File: config.mk
export PLATFORM = sky130hd
export DESIGN_NAME = ring_replay_buf
export DESIGN_NICKNAME = d
export VERILOG_FILES = /design/src/rtl/ring_replay_buf.sv
export SDC_FILE = /design/constraint.sdc
export NUM_CORES = 1
export LEC_CHECK = 0
export CORE_UTILIZATION = 40
export DETAILED_ROUTE_END_ITERATION = 10
export GPL_TIMING_DRIVEN = 0
export MAX_ROUTING_LAYER = met4
export PLACE_DENSITY = 0.56
export SYNTH_ARGS = -nofsm -noshare
export SYNTH_HDL_FRONTEND = slang
export SYNTH_SLANG_ARGS = --single-unit
File: constraint.sdc
create_clock -name CLK -period 5.1 [get_ports CLK]
set_input_delay 1.02 -clock CLK [delete_from_list [all_inputs] [get_ports CLK]]
set_output_delay 1.02 -clock CLK [all_outputs]
set_load 0.02 [all_outputs]
File: src/rtl/ring_replay_buf.sv
// Replay ring buffer: prefetches from a 1-cycle-latency upstream FIFO, then
// lets the client cycle through the loaded entries for a programmable number of passes.
module ring_replay_buf #(
    parameter int WIDTH  = 32,
    parameter int DEPTH  = 16,
    parameter int PASSES = 0
) (
    input  logic                         CLK,
    input  logic                         RESETn,
    input  logic [WIDTH-1:0]             FIFO_RDDATA,
    output logic                         FIFO_RDEN,
    input  logic                         FIFO_RDEMPTY,
    input  logic                         FIFO_DONE,
    input  logic                         FLUSH,
    input  logic                         RDEN,
    output logic [WIDTH-1:0]             RDDATA,
    output logic                         RDVALID,
    output logic [$clog2(DEPTH+1)-1:0]   COUNT,
    output logic                         FULL,
    output logic                         END,
    output logic                         WRAP,
    output logic [15:0]                  PASS_CNT,
    output logic                         DONE
);
    localparam int CW = $clog2(DEPTH+1);
    localparam int IW = $clog2(DEPTH);

    typedef enum logic [1:0] {S_FILL, S_LOADED, S_DONE} state_t;

    state_t           state_q, state_d;
    logic [CW-1:0]    count_q, count_d;
    logic [IW-1:0]    ridx_q, ridx_d;
    logic             inflight_q;
    logic [WIDTH-1:0] rddata_q, rddata_d;
    logic             rdvalid_q, rdvalid_d;
    logic             wrap_q, wrap_d;
    logic [15:0]      pass_q, pass_d;
    logic [WIDTH-1:0] mem_q [DEPTH];

    logic fifo_rden, accept, last;

    always_comb begin
        last      = (count_q != '0) && (CW'(ridx_q) == count_q - CW'(1));
        // Bound prefetch by occupancy plus the word still in flight so nothing overwrites.
        fifo_rden = RESETn && (state_q == S_FILL) && !FIFO_RDEMPTY &&
                    ((int'(count_q) + int'(inflight_q)) < DEPTH);
        accept    = RDEN && (count_q != '0) && (state_q != S_DONE) && !FLUSH;

        state_d   = state_q;
        count_d   = count_q;
        ridx_d    = ridx_q;
        rddata_d  = rddata_q;
        rdvalid_d = 1'b0;
        wrap_d    = 1'b0;
        pass_d    = pass_q;

        if (accept) begin
            rddata_d  = mem_q[ridx_q];
            rdvalid_d = 1'b1;
            if (last) begin
                ridx_d = '0;
                wrap_d = 1'b1;
                // Wrapping while still filling is not a full pass over the final set.
                if (state_q == S_LOADED && pass_q != 16'hFFFF)
                    pass_d = pass_q + 16'd1;
            end else begin
                ridx_d = ridx_q + 1'b1;
            end
        end

        if (inflight_q)
            count_d = count_q + 1'b1;

        case (state_q)
            S_FILL: begin
                if (count_q == CW'(DEPTH) || (FIFO_DONE && FIFO_RDEMPTY && !inflight_q))
                    state_d = S_LOADED;
            end
            S_LOADED: begin
                if (PASSES > 0 && int'(pass_d) >= PASSES)
                    state_d = S_DONE;
            end
            default: state_d = state_q;
        endcase
    end

    always_ff @(posedge CLK) begin
        if (!RESETn || FLUSH) begin
            state_q    <= S_FILL;
            count_q    <= '0;
            ridx_q     <= '0;
            inflight_q <= 1'b0;
            rddata_q   <= '0;
            rdvalid_q  <= 1'b0;
            wrap_q     <= 1'b0;
            pass_q     <= '0;
        end else begin
            state_q    <= state_d;
            count_q    <= count_d;
            ridx_q     <= ridx_d;
            inflight_q <= fifo_rden;
            rddata_q   <= rddata_d;
            rdvalid_q  <= rdvalid_d;
            wrap_q     <= wrap_d;
            pass_q     <= pass_d;
        end
    end

    always_ff @(posedge CLK) begin
        if (RESETn && !FLUSH && inflight_q)
            mem_q[count_q[IW-1:0]] <= FIFO_RDDATA;
    end

    assign FIFO_RDEN = fifo_rden;
    assign RDDATA    = rddata_q;
    assign RDVALID   = rdvalid_q;
    assign COUNT     = count_q;
    assign FULL      = (count_q == CW'(DEPTH));
    assign END       = last;
    assign WRAP      = wrap_q;
    assign PASS_CNT  = pass_q;
    // Unlimited mode never enters S_DONE; it reports exhaustion at the last entry instead.
    assign DONE      = (PASSES > 0) ? (state_q == S_DONE)
                                    : (state_q == S_LOADED && FIFO_DONE && last);
endmodule

# Word level (Yosys, flattened, before mapping)
# Memories as Yosys holds them, arrays and structs flattened. A register that Yosys moved wholly into a read port is not among the register bits.
# Index checks and enable logic that the tools add are counted.
# totals
regBits,29
mem_bits_rw,512
input_bits,38
out_inout_bits,59
mem_count,1
# mem_list
memory,depth,word_bits,rd,rd_ports_with_merged_regs,write_ports,line_no,text
mem_q,16,32,1,1,1,38,logic [WIDTH-1:0] mem_q [DEPTH];
# classes
addsub,5
n_lt_le_gt_ge,1
eq_ne,3
n_mux,5
n_bitwise,1
n_reduce_logical,24
# op_table
cell,n
"adder 16 x 1 -> 16 bit, second input constant",1
"inequality test 16 bit, second input constant",1
logical AND 1 bit,13
adder 5 x 1 -> 6 bit,1
"< comparator 6 x 5 -> 1 bit, second input constant",1
"adder 5 x 1 -> 5 bit, second input constant",1
equality test 4 x 5 -> 1 bit,1
"equality test 5 bit, second input constant",1
nonzero test 5 bit,1
"subtractor 5 x 1 -> 5 bit, second input constant",1
"adder 4 x 1 -> 4 bit, second input constant",1
logical NOT 1 bit,4
two-way mux 1 bit,4
two-way mux 4 bit,1
AND reduction 3 bit,1
logical NOT 2 bit,1
logical OR 1 bit,2
AND reduction 2 bit,1
OR reduction 2 bit,1
NOT 1 bit,1

# Longest topological paths before layout
# Gate-level depths: netlist (run 1).
# depth
word_depth,5
mapped_depth,10
depth_no_buf,9

# Worst setup path before layout (run 1)
# Ideal clock, no wire load.
# synth_path
kind,in2reg
start,input FLUSH
end,memory mem_q[4][0] (enable)
setup_ns,0.461
arrival_time_ns,3.781
setup_slack_ns,0.858
cell_stages,5
n_path_buf,2
cell_sequence,inv_1 -> nand2_1 -> clkbuf_1 -> clkbuf_1 -> nor3_1
# synth_between
elab_chain_len,5
# synth_lines
item,line_no,text
"start, declared",14,"input logic FLUSH,"
logical NOT 1 bit,110,if (RESETn && !FLUSH && inflight_q)
logical AND 1 bit (2 in a row),110,
two-way mux 1 bit,110,
two-way mux 1 bit (not written as such),111,mem_q[count_q[IW-1:0]] <= FIFO_RDDATA;
"end, declared",38,
# Every way passes these cells.

# Final worst setup path (run 1)
# layout_path
start,register count_q[0] (netlist: COUNT[0])
end,output DONE
# layout_between
elab_chain_len,4
word_cells_on_any_way,5
classes_between,add/sub: 1; eq/ne: 1; reduce/logical: 3
# layout_lines
item,line_no,text
"start, declared",31,"logic [CW-1:0] count_q, count_d;"
"start signal, assigned",99,count_q <= count_d;
subtractor 5 x 1 -> 5 bit,43,last = (count_q != '0) && (CW'(ridx_q) == count_q - CW'(1));
equality test 4 x 5 -> 1 bit,43,
logical AND 1 bit (*),43,
logical AND 1 bit (*),124,: (state_q == S_LOADED && FIFO_DONE && last);
"end, declared",23,output logic DONE
# Mark *: on every way between the ends. The rest lies on a longest branch, timed or not.

==> results.ini, run 1 <==
[timing]
hold_viol = 0
drv_slew = 0
finalCritPeriodShare_pct = 90.7
rsz0062_at_grt = false
skew_ps = 10.8
max_freq_mhz = 216
worst_pin_slew_ps = 1190
slew_headroom_pct = 21.0
min_period_ps = 4630
setup_viol = 0
layout_setup_ws_ps = 472

[job]
maxCapViolCount = 0

[power]
comb_power_share_pct = 1.3
vdd_ir_drop_max_mv = 0.225
power_leakage_uw = 0.00792
internal-power_uw = 7670
switching_power_uw = 1840
clkPwrFrac_pct = 45.1
power.share.sequential_pct = 53.7
p_per_area_mw_per_mm2 = 365
switching_share_pct = 19.4

[die]
pin_count = 97
rows = 85
die-width_um = 236
die-height_um = 236
coreArea_mm2 = 0.0540
initial_core_util_pct = 40.7
fp.dieArea_mm2 = 0.0559

[outcome]
status = finished clean

[grt]
grt_usage_pct = 19.6
grt_pass1_wl_um = 76800
antenna_found_initial = 1
grt_max_degree = 26
first_global_vias = 11600
grt_overflow = 0

[drt]
avgViaCountPerCell = 5.47
route.detailed.drc = 0
drt-total-wl_um = 52100
wl_met2_um = 25500
routed.top_layer = met4
wl_met3_um = 2620
wl_met1_um = 23000
num_vias = 11100
drtAntennaViolNets = 0
drt_pre_antenna_iters = 5
routedWlPerCell_um = 25.8
drtIter0Drc = 902

[critical_path]
cp.arrival_ps = 3610
required_ps = 4080
rr_worst_depth = 5
crit_path_end = DONE
r2r_slack_ps = 2300
rr_endpoint = RDDATA[23]
crit_fanout = 10
endpoint_kind = output port
crit_type = reg2out
start_kind = flip-flop
r2r-start = ridx_q[1]
crit_path_start = COUNT[0]

[cts]
cts_resized = 0
numCtsBuffers = 57
clk_pin_slew_ps = 60
insertion_delay_ps = 620
cts-root-buf = clkbuf_16
clk_path_buf_depth = 3
holdBufCountCts = 0
postCtsSetupBuffers = 0
htreeDepth = 2
clock_sink_count = 573
cts_tree = done

[logic_synthesis]
synthDistinctLibCells = 46
ys_seq_area_share_pct = 75.5
synth_nets = 1146
synth_edf_count = 512
synth_flop_cell = edfxtp_1
netlist_area_mm2 = 0.0220
ys_warn_count = 0
synthArstFlopShare_pct = 0
ys_ff_latch = 573
syn_avg_cell_area_um2 = 20.0
synth_cells = 1101

[final_layout]
finalInstanceArea_mm2 = 0.0261
fin_nets = 1320
fillers = 4493
final_common_cell = edfxtp_1
final_cell_mix = edfxtp_1 (512), mux4_2 (128), clkdlybuf4s50_1 (96), dfxtp_1 (61), clkbuf_16 (58)
drive_gt1_share_pct = 21.8
area_growth_pct = 18.8

[placement]
io_buffers = 96
gp_congestion = 0.798
placed_area_mm2 = 0.0242
dpl_worst_slack_ps = 1090
dp_hpwl_um = 31900

[worst_hold_path]
hold_class = reg2reg

-- synth_stat cells, types with 3 or more instances --
cell type / n / share of area (%)
a211oi_1: 12 / 0.41
a21oi_1: 46 / 1.0
a31oi_1: 4 / 0.11
and2_1: 17 / 0.48
and3_1: 5 / 0.14
buf_1: 8 / 0.14
buf_2: 25 / 0.57
clkbuf_1: 23 / 0.39
dfxtp_1: 61 / 5.6
edfxtp_1: 512 / 70
ha_1: 7 / 0.40
inv_1: 8 / 0.14
mux2_2: 10 / 0.51
mux2i_1: 56 / 2.6
mux4_2: 128 / 13
nand2_1: 20 / 0.34
nand2b_1: 3 / 0.085
nand3_1: 12 / 0.27
nand4_1: 5 / 0.14
nor2_1: 40 / 0.68
nor3_1: 10 / 0.23
o21ai_0: 36 / 0.82
o21ai_1: 3 / 0.068
or3_1: 10 / 0.28
or4_1: 5 / 0.17
xnor2_1: 6 / 0.24
-- layout make-up --
cell class | instances | area [um2] | share of cell area, %
clock buffer | 77 | 1580 | 6.06
sequential | 573 | 16600 | 63.5
buffer | 58 | 260 | 0.997
clock inverter | 30 | 342 | 1.31
inverter | 8 | 30.0 | 0.115
multi-input combinational | 462 | 5120 | 19.6
antenna | 1 | 2.50 | 0.00958
timing repair buffer | 115 | 1310 | 5.00
tap | 696 | 871 | 3.33
-- power groups by stage --
stage	registers, uW	logic, uW	clock network [uW]
after detailed placement	5210	122	0
final	5110	121	4290
after CTS	5110	122	4380
after global routing	5110	132	4540
after global placement	5210	116	0
after floorplan	5210	23.1	0
-- flip-flops by register name (all words and copies together) (netlist names) --
name	count
COUNT	5
PASS_CNT	16
RDDATA	32
RDVALID	1
WRAP	1
inflight_q	1
mem_q	512
ridx_q	4
state_q	1
-- logic make-up (layout without fill, tap and decap cells) --
family / after synthesis / count (layout) / share of synthesized area [%]
compound gates: 114 / 114 / 3.02
mux: 194 / 194 / 16.2
simple gates: 139 / 139 / 3.26
buf+inv: 66 / 288 / 1.32
xor+xnor: 8 / 8 / 0.319
flops: 573 / 573 / 75.5
other cells: 0 / 1 / 0
fa+ha+maj: 7 / 7 / 0.398
-- metrics by stage --
step	total power (uW)	hold slack, ps	instances	TNS [ps]	utilization, %
final	9520	477	2020	0	48.3
after global placement	5330	459	1893	-126340	44.1
after global routing	9780	516	2020	0	48.3
after floorplan	5230	506	1101	0	-
after CTS	9610	482	2019	0	48.3
after detailed placement	5330	468	1912	0	44.8
-- worst max-delay path, stage by stage, from the launching register on --
cell and delay (ps):
dfxtp_1 540, inv_1 150, ha_1 360, xnor2_1 170, a2111oi_4 450, nand2_2 190, inv_1 100, buf_2 240
and3_1 190, clkdlybuf4s50_1 600
-- metal layers --
layer | vias up | track usage (%)
li1 | 4857 | -
met1 | 5830 | 26.2
met2 | 305 | 31.5
met3 | 66 | 2.84
met4 | 0 | 4.98
met5 | - | -
-- worst min-delay path by stage --
| stage | start | to | slack, ps | cells past startpoint |
|---|---|---|---|---|
| after global routing | RDDATA[28] | RDDATA[28] | 520 | 2 |
| after CTS | RDDATA[28] | RDDATA[28] | 480 | 2 |
| final | RDDATA[24] | RDDATA[24] | 480 | 2 |
| after detailed placement | RDDATA[28] | RDDATA[28] | 470 | 2 |
| after floorplan | state_q[0] | state_q[0] | 510 | 2 |
| after global placement | RDDATA[28] | RDDATA[28] | 460 | 2 |
No activity file was read; power rests on OpenSTA's default activity.
==> run 2: changes to the inputs <==
- CORE_MARGIN: default -> 2
==> run 2 against run 1 <==
- utilization shrank 0.065 points
- total power down 1.0%
- clock-buffer cell count grew 12
- combinational power about the same
- register-to-register slack lost 20 ps
==> results.ini, run 2 (synthesis gave the netlist of run 1 again) <==
[drt]
route.detailed.drc = 0  ; unchanged
routedWlPerCell_um = 25.4  ; -1.5%
drtIter0Drc = 1007  ; +12%
drt_pre_antenna_iters = 5  ; unchanged
drt-total-wl_um = 51400  ; -1.3%
num_vias = 11200  ; +1.1%
drtAntennaViolNets = 0  ; unchanged
avgViaCountPerCell = 5.52  ; +0.93%

[critical_path]
cpMaxStageDelayCell = clkdlybuf4s50_1
crit_type = reg2out
crit_fanout = 10  ; unchanged
cp.arrival_ps = 3580  ; -30 ps
cp_top_family = buffers and inverters
path_depth = 9  ; unchanged
endpoint_kind = output port
crit_chain = inv_1 -> ha_1 -> xnor2_1 -> a2111oi_4 -> nand2_2 -> inv_1 -> buf_2 -> and3_1 -> clkdlybuf4s50_1
crit_path_start = COUNT[0]
r2r-start = ridx_q[1]
max_stage_delay_ps = 610  ; about the same
rr_worst_depth = 5  ; unchanged
required_ps = 4080  ; about the same
timing.critical_path.buf_inv = 4  ; unchanged
start_kind = flip-flop
crit_path_frequent_cell = inv_1

[placement]
gp_congestion = 0.797  ; -0.11%
dp_hpwl_um = 31600  ; -1.2%
dpl_worst_slack_ps = 1080  ; -0.300 ps
io_buffers = 96  ; unchanged

[outcome]
status = finished clean

[grt]
grt_max_degree = 27  ; +3.8%
grt_usage_pct = 19.0  ; -0.60 points
grt_overflow = 0  ; unchanged
grt_pass1_wl_um = 75700  ; -1.4%
first_global_vias = 11600  ; +0.49%
antenna_found_initial = 3  ; +2

[timing]
drv_slew = 0  ; unchanged
layout_setup_ws_ps = 498  ; +26.3 ps
slew_headroom_pct = 22.4  ; +1.5 points
min_period_ps = 4600  ; -26.3 ps
hold_viol = 0  ; unchanged
setup_viol = 0  ; unchanged
worst_pin_slew_ps = 1160  ; -22.0 ps
skew_ps = 16.8  ; +6.00 ps
max_freq_mhz = 217  ; +0.57%
finalCritPeriodShare_pct = 90.2  ; -0.52 points
rsz0062_at_grt = false

[power]
power_leakage_uw = 0.00789  ; -0.45%
comb_power_share_pct = 1.3  ; about the same
p_per_area_mw_per_mm2 = 361  ; -0.89%
clkPwrFrac_pct = 44.5  ; -0.6 points
power.share.sequential_pct = 54.2  ; +0.5 points
internal-power_uw = 7590  ; -1.1%
vdd_ir_drop_max_mv = 0.233  ; +3.6%
switching_power_uw = 1840  ; -0.51%
switching_share_pct = 19.5  ; +0.099 points

[die]
rows = 85  ; unchanged
die-width_um = 238  ; +0.85%
fp.dieArea_mm2 = 0.0568  ; +1.7%
die-height_um = 238  ; +0.85%
pin_count = 97  ; unchanged
coreArea_mm2 = 0.0540  ; unchanged
initial_core_util_pct = 40.7  ; unchanged

[worst_hold_path]
worstHoldPathCells = 2  ; unchanged
hold_class = reg2reg
min_from = RDDATA[25]

[final_layout]
fillers = 4493  ; unchanged
area_growth_pct = 18.6
largest_register_ffs = 512  ; unchanged
fin_nets = 1322  ; +0.15%
register_area_mm2 = 0.0166  ; unchanged
fin_util_pct = 48.3  ; -0.065 points
drive_gt1_share_pct = 21.6  ; -0.24 points
final_common_cell = edfxtp_1
multi_input_area_mm2 = 0.00512  ; unchanged
final_cell_mix = edfxtp_1 (512), mux4_2 (128), clkdlybuf4s50_1 (96), dfxtp_1 (61), clkbuf_16 (60)

[cts]
clock_sink_count = 573  ; unchanged
holdBufCountCts = 0  ; unchanged
cts_tree = done
insertion_delay_ps = 620  ; about the same
cts_resized = 0  ; unchanged
clk_path_buf_depth = 3  ; unchanged
cts-root-buf = clkbuf_16
numCtsBuffers = 59  ; +3.5%
htreeDepth = 2  ; unchanged
postCtsSetupBuffers = 0  ; unchanged
clk_pin_slew_ps = 60  ; about the same

[job]
maxCapViolCount = 0  ; unchanged

-- run 2: cell types whose count changed in the layout (fill, tap and decap cells not counted), moves of 2 or more --
cell | before | now
bufinv_16 | 7 | 3
clkbuf_1 | 36 | 43
clkbuf_16 | 58 | 60
clkbuf_8 | 6 | 9
clkinv_1 | 8 | 5
clkinv_2 | 13 | 6
clkinvlp_4 | 0 | 2
diode_2 | 1 | 3
-- run 2: power groups by stage --
| stage | combinational [uW] | sequential [uW] | clock [uW] |
|---|---|---|---|
| after floorplan | 23.1 | 5210 | 0 |
| final | 120 | 5110 | 4190 |
| after detailed placement | 121 | 5210 | 0 |
| after CTS | 122 | 5110 | 4290 |
| after global routing | 132 | 5110 | 4480 |
| after global placement | 116 | 5210 | 0 |
-- run 2: per-layer routing --
layer  wire [um]  GRT usage, %
met5           0             -
met4        1220          5.47
met3        2870          3.20
met2       24900          30.3
met1       22400          25.3
-- run 2: final timing paths --
check,endpoint,slack (ps)
max,DONE,500
max reg2reg,RDDATA[17],2280
min reg2reg,RDDATA[25],490
min,RDDATA[25],490
-- run 2: cell type report --
type                       instances  share of cell area [%]
timing repair buffer             115                    4.99
sequential                       573                    63.6
inverter                           8                   0.115
antenna                            3                  0.0288
tap                              696                    3.34
multi-input combinational        462                    19.7
clock buffer                      89                    6.52
buffer                            58                   0.998
clock inverter                    19                   0.720
-- run 2: stage by stage --
step / area (um2) / power, uW / hold WS [ps] / std cells / setup TNS [ps]
detailed placement: 24200 / 5330 / 462 / 1912 / 0
global route: 26100 / 9720 / 512 / 2023 / 0
finish: 26100 / 9420 / 486 / 2023 / 0
floorplan: 22000 / 5230 / 506 / 1101 / 0
CTS: 26100 / 9530 / 488 / 2020 / 0
global placement: 23800 / 5330 / 458 / 1893 / -123650
-- run 2: worst register-to-register path, stage by stage (launching register included) --
cell and delay [ps]:
dfxtp_1 430, buf_1 750, clkbuf_1 810, mux4_2 420
mux2i_1 160, o21ai_0 100
